$ cat src/rtl/e42_rr.sv
// e42_rr: 4-way round-robin arbiter with a pending-event register.
// Requests in y are captured into pend when e is high. A two-state FSM
// (IDLE/HOLD) presents one granted index on a/v at a time. The grant stays
// stable until the consumer accepts it with rdy.
// Optional feature: define E42_RR_OVF_EN to build the sticky overflow flag
// (ovf). Without it, ovf is tied low and no overflow logic is built.
module e42_rr (
  input  logic       clk,
  input  logic       rst,
  input  logic       e,
  input  logic [3:0] y,
  input  logic       rdy,
  output logic [1:0] a,
  output logic       v,
  output logic [3:0] pend,
  output logic       ovf
);

  typedef enum logic {IDLE = 1'b0, HOLD = 1'b1} state_t;

  state_t     state, state_n;
  logic [3:0] p, p_n;
  logic [3:0] clr;
  logic [3:0] req_in;
  logic [1:0] ptr, ptr_n;
  logic [1:0] a_n;
  logic [1:0] win;
  logic       xfer;

  // A handshake can only complete while a grant is being presented.
  assign xfer = (state == HOLD) & rdy;
  assign v    = (state == HOLD);
  assign pend = p;

  // Requests only count while capture is enabled.
  assign req_in = y & {4{e}};

  // Clear the accepted grant, then OR in new events so a set beats a clear.
  always_comb begin
    clr = 4'b0000;
    if (xfer) clr = 4'b0001 << a;
    p_n = (p & ~clr) | req_in;
  end

  // Round-robin search from ptr upward. The descending loop leaves the
  // nearest set bit as the winner.
  always_comb begin
    logic [1:0] idx;
    win = ptr;
    idx = ptr;
    for (int k = 3; k >= 0; k--) begin
      idx = ptr + 2'(k);
      if (p[idx]) win = idx;
    end
  end

  // Next-state logic. IDLE grabs the winner; HOLD waits for the handshake.
  always_comb begin
    state_n = state;
    a_n     = a;
    ptr_n   = ptr;
    case (state)
      IDLE: begin
        if (p != 4'b0000) begin
          state_n = HOLD;
          a_n     = win;
        end
      end
      HOLD: begin
        if (rdy) begin
          state_n = IDLE;
          ptr_n   = a + 2'd1;
        end
      end
      default: state_n = IDLE;
    endcase
  end

  // State, grant index, pointer and pending register.
  always_ff @(posedge clk or posedge rst) begin
    if (rst) begin
      state <= IDLE;
      a     <= 2'b00;
      ptr   <= 2'b00;
      p     <= 4'b0000;
    end else begin
      state <= state_n;
      a     <= a_n;
      ptr   <= ptr_n;
      p     <= p_n;
    end
  end

`ifdef E42_RR_OVF_EN
  logic [3:0] ovf_hit;

  // A repeat event counts as overflow, except on a bit being drained this edge.
  assign ovf_hit = req_in & p & ~clr;

  // The overflow flag is sticky until reset.
  always_ff @(posedge clk or posedge rst) begin
    if (rst) ovf <= 1'b0;
    else if (|ovf_hit) ovf <= 1'b1;
  end
`else
  assign ovf = 1'b0;
`endif

endmodule

$ cat config.mk
export PLATFORM = sky130hd
export DESIGN_NAME = e42_rr
export DESIGN_NICKNAME = d
export VERILOG_FILES = /design/src/rtl/e42_rr.sv
export SDC_FILE = /design/constraint.sdc
export NUM_CORES = 1
export LEC_CHECK = 0
export CORE_MARGIN = 3
export CORE_UTILIZATION = 35
export DETAILED_ROUTE_END_ITERATION = 10
export SETUP_SLACK_MARGIN = 0.4
export SYNTH_ARGS = -nofsm -noshare
export SYNTH_HDL_FRONTEND = slang
export SYNTH_SLANG_ARGS = --single-unit
$ cat constraint.sdc
create_clock -name clk -period 1.3 [get_ports clk]
set_clock_uncertainty 0.05 [all_clocks]
set_input_delay 0.325 -clock clk [delete_from_list [all_inputs] [get_ports clk]]
set_output_delay 0.325 -clock clk [all_outputs]
set_load 0.02 [all_outputs]
### Word-level counts from Yosys, hierarchy flattened

Cells that the tools add are included.

* bits of input ports: 8
* word-level logic and storage cells: 38
* register bits: 9
* output and inout bits: 8

* order comparisons: 4
* $add $sub $neg: 4
* bitwise logic cells: 6
* reductions and logical operators: 3
* shift-type cells: 1
* mux-type cells: 16

Operator list (count)
* $lt 2x3->1 const B: 4
* $and 4x4->4: 2
* $bmux 1 s2: 4
* $mux 2: 4
* $mux 1: 6
* $add 2x1->2 const B: 2
* $add 2x2->2 const B: 2
* $mux 4: 1
* $not 4->4: 1
* $or 4x4->4: 1
* $reduce_and 2->1: 2
* $reduce_bool 4->1: 1
* $shl 1x2->4 const A: 1
* $pmux 1 s2: 1
* $and 1x1->1: 1
* $not 1->1: 1

### Logic depth before layout (Yosys ltp)

Gate-level depths: netlist (run 1).

* depth in word-level cells: 7
* depth in mapped cells: 4
* mapped depth without buffers: 4

### Worst setup path after synthesis (run 1)

No wires, ideal clock.

* kind: register -> register
* start point: register p[1], in the netlist pend[1]
* end point: register a[0]
* arrival time: 1.029 ns
* cell stages (with the launch flop): 5
* slack: 0.086 ns
* required time: 1.115 ns
* setup time: 0.135 ns
* period minus slack after synthesis: 1.214 ns
* buffers on the path: 0
* path through: dfrtp_1 -> nor4_4 -> nor2_2 -> o21ai_0 -> o22ai_1

* word-level cells in the longest chain between the ends: 6
* elaborated cells between the ends (all ways): 14
* classes of those cells: mux (12); reduce/logical (2)

Ends and longest elaborated chain
* start: declaration: line 22 `logic [3:0] p, p_n;`
* start signal: assignment: line 90 `p <= p_n;`
* $bmux 1 s2: line 53 `if (p[idx]) win = idx;`
* $mux 1 (implied by the code): line 53
* $mux 2 (4 in series): line 53
* end signal: assignment: line 88 `a <= a_n;`
* end: declaration: line 13 `output logic [1:0] a,`

Parallel ways exist; a longest one is shown, timed or not. The select of a mux whose other input is x is not followed.
A chain may end at the register's enable or synchronous reset.

### Final worst setup path (run 1)

Same ends and word-level chain as after synthesis.

==> metrics, run 1 <==
GRT Resource Usage Total=0.180; RSZ-0062 raised after global routing=yes; Reg2Reg Launch Point=pend[1]$_DFF_PP0_; Critical Path AT=1400 ps; power per standard cell area=2170 nW/um^2; sinks on the clock net=9; maximum number of pins on one net before global-route repair=10; Detailed Routing Iterations Pass 1=4; cell family contributing the most delay on the critical path=compound AO/OA/AOI/OAI gates; sequential cell area fraction in the yosys report=0.446; count of yosys warnings during synthesis=0; element type at the critical path start=register; placer congestion estimate=0.774; hpwl dp=940 um; kind of critical path=reg2reg; number of maximum-capacitance violations=0; worst hold-check slack=273 ps; synthesized net count=64; routed len/inst=16.4 um; post-layout net count=99; simple-gate portion of the synthesized area=0.131; post-synthesis share of cell area spent on xor and xnor gates=0; DR DRC count=0; worst endpoint required time=1380 ps; share of post-route cells with drive strength above 1=0.605; htree depth=1; critical path depth=5; total wirelength of the detailed-routed design=1660 um; dominant cells by area after synthesis=sky130_fd_sc_hd__dfrtp_1 (45%), sky130_fd_sc_hd__ha_1 (9.9%), sky130_fd_sc_hd__inv_1 (5.9%), sky130_fd_sc_hd__a22o_1 (5.2%), sky130_fd_sc_hd__nor4_4 (4.2%); CTS tree=yes; CP max stage cell=sky130_fd_sc_hd__dfrtp_2; Area Overhead vs Synth=85.6%; Unique masters post-synth=20; Post-DP Area=733 um^2; Final Total Pwr=2.03 mW; violations in the final reports=negative setup slack; cell count after synthesis=52; placement-stage worst setup slack=-118 ps; synthesized cell area=505 um^2; setup TNS=-30.9 ps; starting density of the core=0.379; cell count of the worst reg-to-reg path=5; max-slew violation count=0; post-route cell area=938 um^2; Hold Vio Cnt, Final=0; vias after detailed routing=528; die width=44.0 um; worst setup path startpoint=pend[1]$_DFF_PP0_; die footprint=1940 um^2; Worst Setup Slack, final=-20.6 ps; post-synthesis mux area share=0; latest clock arrival within the worst-skew pair=260 ps; Compound-Gate Fraction of Synth Area=0.228; number of buffers inserted during clock tree synthesis=3; CTS root buf=sky130_fd_sc_hd__clkbuf_4; number of placed cells counting well taps=89; number of input and output port buffers inserted=14; height of the chip=44.0 um; status=complete, but fails checks; most repeated library cell on the critical path=sky130_fd_sc_hd__o22ai_1; Seq cells post-synth=9; Post-DRT Antenna Nets=0; total of endpoints with negative setup slack in the final report=2; cell accounting for the most synthesized area=sky130_fd_sc_hd__dfrtp_1; minimum setup slack among reg-to-reg paths=-20 ps; Slowest Stage Delay on Critical Path=430 ps; Lkg Pwr=0.425 nW; Synth top area share=0.446; Iter 0 DRT Violations=11; total inserted antenna cells=0; peak fanout along the critical path=3; cell-by-cell listing of the critical path=buf_6, inv_2, o22ai_1, a221oi_2, o22ai_1; number of ports placed on the die boundary=16; kind of capture point of the worst setup path=register; number of antenna violations at the first check in global routing=0; clk slew on worst S/H paths=60 ps; largest family of logic cells by synthesized area=compound AO/OA/AOI/OAI gates; vias in the first global route=533; first-pass GRT wire length=2430 um; endpoint of the most critical setup path=a[0]$_DFFE_PP0P_; worst supply voltage drop on vdd=0.00114 V; adder-cell share of the synthesized area=0.0990; number of vias per cell after detailed routing=5.23; Remaining Overflow, GRT=0; core footprint=1330 um^2; Max Buffers Root-to-Sink=2; fin crit period=1320 ps; destination of the worst register-to-register timing path=a[0]$_DFFE_PP0P_; Finished Core Util=0.704; share of the cycle needed by the critical path after routing=1.02; std cell rows=13; Max Clk Rate=757 MHz; non-filler instance count after layout=101; CP bufs+invs=2; mean area per synthesized cell=9.72 um^2; Hold Path Class=in2async
report_power, final:
| group | leakage, nW | internal (mW) | switching (mW) | total [mW] |
|---|---|---|---|---|
| logic | 0.316 | 0.673 | 0.638 | 1.31 |
| clock network | 0.0150 | 0.118 | 0.101 | 0.220 |
| registers | 0.0936 | 0.396 | 0.106 | 0.503 |
synth_stat cells (all sizes together):
cell type,number
a21oi,3
a221oi,1
a22o,4
a22oi,1
a31oi,1
and2,1
buf,2
conb,1
dfrtp,9
ha,4
inv,8
nand2,5
nor2,3
nor2b,1
nor4,1
o21ai,4
o22ai,2
o311ai,1
cell families (layout without fill, tap and decap cells):
family / count (synthesis) / count (layout)
compound gates: 17 / 17
fa+ha+maj: 4 / 4
buf+inv: 10 / 44
flops: 9 / 9
other cells: 1 / 1
simple gates: 11 / 11
flip-flops by register name (all words and copies together), names as in the netlist:
signal,cells
a,2
v,1
ptr,2
pend,4
cell type report:
type                    count  area [um^2]
well taps                  15         18.8
repair buffers             32          309
multi-input cells          33          310
clock buffers               4         26.3
fillers                    91          395
flip-flops and latches      9          231
inverters                   8         42.5
worst min path at each step:
stage,end,slack (ps),startpoint,depth (start not counted)
final,ptr[1]$_DFFE_PP0P_,270,rst,2
after global routing,ptr[1]$_DFFE_PP0P_,290,rst,2
after CTS,ptr[1]$_DFFE_PP0P_,280,rst,2
after detailed placement,ptr[0]$_DFFE_PP0P_,520,a[0]$_DFFE_PP0P_,2
after global placement,ptr[0]$_DFFE_PP0P_,510,a[0]$_DFFE_PP0P_,2
after floorplan,a[0]$_DFFE_PP0P_,100,rst,1
metal layers:
| metal | up-vias | routed length (um) | GRT usage |
|---|---|---|---|
| met1 | 259 | 603 | 0.197 |
| li1 | 250 | - | - |
| met3 | 4 | 80 | 0.0830 |
| met5 | - | 0 | 0 |
| met4 | 0 | 49 | 0.0904 |
| met2 | 15 | 925 | 0.291 |
layout by cell type (no fill, tap or decap), types with 2 or more instances in the layout:
cell type	count
sky130_fd_sc_hd__a21oi_1	2
sky130_fd_sc_hd__inv_2	2
sky130_fd_sc_hd__buf_6	14
sky130_fd_sc_hd__clkdlybuf4s50_1	6
sky130_fd_sc_hd__dfrtp_1	4
sky130_fd_sc_hd__buf_4	11
sky130_fd_sc_hd__o22ai_1	2
sky130_fd_sc_hd__o21ai_1	2
sky130_fd_sc_hd__o21ai_0	2
sky130_fd_sc_hd__nor2_1	2
sky130_fd_sc_hd__ha_4	4
sky130_fd_sc_hd__nand2_2	5
sky130_fd_sc_hd__inv_1	4
sky130_fd_sc_hd__a22o_1	3
sky130_fd_sc_hd__clkbuf_4	3
sky130_fd_sc_hd__dfrtp_2	5
worst reg2reg max path: stages (launching register included):
cell	delay, ps
sky130_fd_sc_hd__dfrtp_2	430
sky130_fd_sc_hd__buf_6	140
sky130_fd_sc_hd__inv_2	50
sky130_fd_sc_hd__o22ai_1	110
sky130_fd_sc_hd__a221oi_2	290
sky130_fd_sc_hd__o22ai_1	130
what timing repair did:
action / 4_1_cts / 5_1_grt
hold buffers: 0 / 0
resized for setup: 62 / 14
pin swaps: 8 / 4
setup buffers: 6 / 2
setup endpoints to repair: 16 / 16
Note: power is estimated with default switching activity, not from simulation.
==> run 2, diff against run 1 <==
--- a/config.mk
+++ b/config.mk
@@ -6,7 +6,7 @@
 export NUM_CORES = 1
 export LEC_CHECK = 0
 export CORE_MARGIN = 3
-export CORE_UTILIZATION = 35
+export CORE_UTILIZATION = 25
 export DETAILED_ROUTE_END_ITERATION = 10
 export SETUP_SLACK_MARGIN = 0.4
 export SYNTH_ARGS = -nofsm -noshare
==> run 2 against run 1 <==
Design area decreased by 1.2%. The flow still finishes with violations (negative setup slack). Total power decreased by 5.5%. Die area increased by 34%. Sequential power decreased by 2%. Critical endpoint unchanged. Maximum frequency increased by 0.19%. Setup slack improved by 2.5 ps. Critical path depth unchanged. Sequential share of layout area increased by 0.30 points. Clock-buffer cell count unchanged. Combinational power decreased by 7%. Critical path type unchanged. Via count decreased by 8.7%. Routed wire length decreased by 17%.
==> metrics, run 2 (same netlist as run 1, synthesis figures left out) <==
clk slew on worst S/H paths=60 ps (about the same); post-route cell area=927 um^2 (was 938 um^2); number of placed cells counting well taps=99 (was 89); worst supply voltage drop on vdd=0.00131 V (was 0.00114 V); Max Buffers Root-to-Sink=2 (unchanged); share of post-route cells with drive strength above 1=0.571 (was 0.605); number of input and output port buffers inserted=14 (unchanged); element type at the critical path start=register (unchanged); worst endpoint required time=1380 ps (about the same); non-filler instance count after layout=109 (was 101); height of the chip=51.0 um (was 44.0 um); std cell rows=15 (was 13); Lkg Pwr=0.420 nW (was 0.425 nW); share of the cycle needed by the critical path after routing=1.01 (was 1.02); total inserted antenna cells=0 (unchanged); total wirelength of the detailed-routed design=1380 um (was 1660 um); Iter 0 DRT Violations=7 (was 11); htree depth=1 (unchanged); placer congestion estimate=0.797 (was 0.774); latest clock arrival within the worst-skew pair=260 ps (about the same); placement-stage worst setup slack=-74.4 ps (was -118 ps); Remaining Overflow, GRT=0 (unchanged); area occupied by multi-input gates=302 um^2 (was 310 um^2); setup TNS=-19.5 ps (was -30.9 ps); first-pass GRT wire length=2300 um (was 2430 um); power per standard cell area=2070 nW/um^2 (was 2170 nW/um^2); sinks on the clock net=9 (unchanged); flip-flop count of the largest register after layout=4 (unchanged); worst hold-check slack=275 ps (was 273 ps); CTS root buf=sky130_fd_sc_hd__clkbuf_4 (unchanged); routed len/inst=12.7 um (was 16.4 um); status=complete, but fails checks (unchanged); CTS tree=yes (unchanged); Detailed Routing Iterations Pass 1=2 (was 4); Post-DRT Antenna Nets=0 (unchanged); die width=51.0 um (was 44.0 um); number of antenna violations at the first check in global routing=0 (unchanged); most common cell after layout, fill and taps aside=sky130_fd_sc_hd__buf_6 (unchanged); fin crit period=1320 ps (about the same); hpwl dp=1040 um (was 940 um); peak fanout along the critical path=4 (was 3); core footprint=1820 um^2 (was 1330 um^2); cell-by-cell listing of the critical path=buf_6, nor4_4, nor2_2, o21ai_1, o22ai_1 (was buf_6, inv_2, o22ai_1, a221oi_2, o22ai_1); vias after detailed routing=482 (was 528); Critical Path AT=1400 ps (about the same); Max Clk Rate=759 MHz (was 757 MHz); CP bufs+invs=1 (was 2); CP max stage cell=sky130_fd_sc_hd__dfrtp_2 (unchanged); total of endpoints with negative setup slack in the final report=2 (unchanged); number of buffers inserted during clock tree synthesis=3 (unchanged); violations in the final reports=negative setup slack (unchanged); most used cells in the layout excluding fill and tap cells=sky130_fd_sc_hd__buf_6 (15), sky130_fd_sc_hd__buf_4 (8), sky130_fd_sc_hd__clkdlybuf4s50_1 (7), sky130_fd_sc_hd__inv_1 (6) (was sky130_fd_sc_hd__buf_6 (14), sky130_fd_sc_hd__buf_4 (11), sky130_fd_sc_hd__clkdlybuf4s50_1 (6), sky130_fd_sc_hd__nand2_2 (5), sky130_fd_sc_hd__dfrtp_2 (5)); Area Overhead vs Synth=83.4% (was 85.6%); number of vias per cell after detailed routing=4.42 (was 5.23); number of maximum-capacitance violations=0 (unchanged); die footprint=2600 um^2 (was 1940 um^2); Finished Core Util=0.509 (was 0.704); total of fill cells in the finished design=171 (was 91); RSZ-0062 raised after global routing=yes (unchanged); post-layout net count=97 (was 99); Hold Vio Cnt, Final=0 (unchanged); vias in the first global route=501 (was 533); number of ports placed on the die boundary=16 (unchanged); max-slew violation count=0 (unchanged); DR DRC count=0 (unchanged); storage element area=231 um^2 (unchanged); Post-DP Area=746 um^2 (was 733 um^2); Slowest Stage Delay on Critical Path=410 ps (was 430 ps); kind of critical path=reg2reg (unchanged); kind of capture point of the worst setup path=register (unchanged); starting density of the core=0.278 (was 0.379); Worst Setup Slack, final=-18.1 ps (was -20.6 ps); Final Total Pwr=1.92 mW (was 2.03 mW); Hold Path Class=in2async (unchanged); maximum number of pins on one net before global-route repair=10 (unchanged); cell family contributing the most delay on the critical path=simple AND/OR/NAND/NOR gates (was compound AO/OA/AOI/OAI gates); GRT Resource Usage Total=0.125 (was 0.180)
-- run 2: area by class of cell --
class,instances,share of cell area
timing repair buffer,30,0.323
multi-input combinational,33,0.325
clock buffer,4,0.0283
sequential,9,0.250
inverter,8,0.0405
tap,25,0.0337
-- run 2: final timing paths --
kind / start / to / slack [ps] / depth (start not counted)
worst max-delay path: pend[1]$_DFF_PP0_ / a[0]$_DFFE_PP0P_ / -20 / 5
worst min-delay path: rst / a[0]$_DFFE_PP0P_ / 280 / 2
worst max register to register: pend[1]$_DFF_PP0_ / a[0]$_DFFE_PP0P_ / -20 / 5
worst min register to register: ptr[1]$_DFFE_PP0P_ / a[1]$_DFFE_PP0P_ / 560 / 2
max in group asynchronous: rst / pend[3]$_DFF_PP0_ / 650 / 2
min in group clk: ptr[1]$_DFFE_PP0P_ / a[1]$_DFFE_PP0P_ / 560 / 2
-- run 2: where the power goes --
part | internal [mW] | switching, mW
Combinational | 0.636 | 0.583
Sequential | 0.397 | 0.0956
Clock | 0.118 | 0.0909
-- run 2: what timing repair did --
action,CTS,global route
endpoints found under the setup margin,16,16
resized for setup,68,3
pin swaps,11,6
setup buffers,4,2
hold buffers,0,0
-- run 2: per-layer routing --
metal	track usage	vias up	wire length [um]
met2	0.202	13	705
met3	0.0525	4	68
li1	-	242	-
met1	0.153	223	592
met5	0	-	0
met4	0.0269	0	15
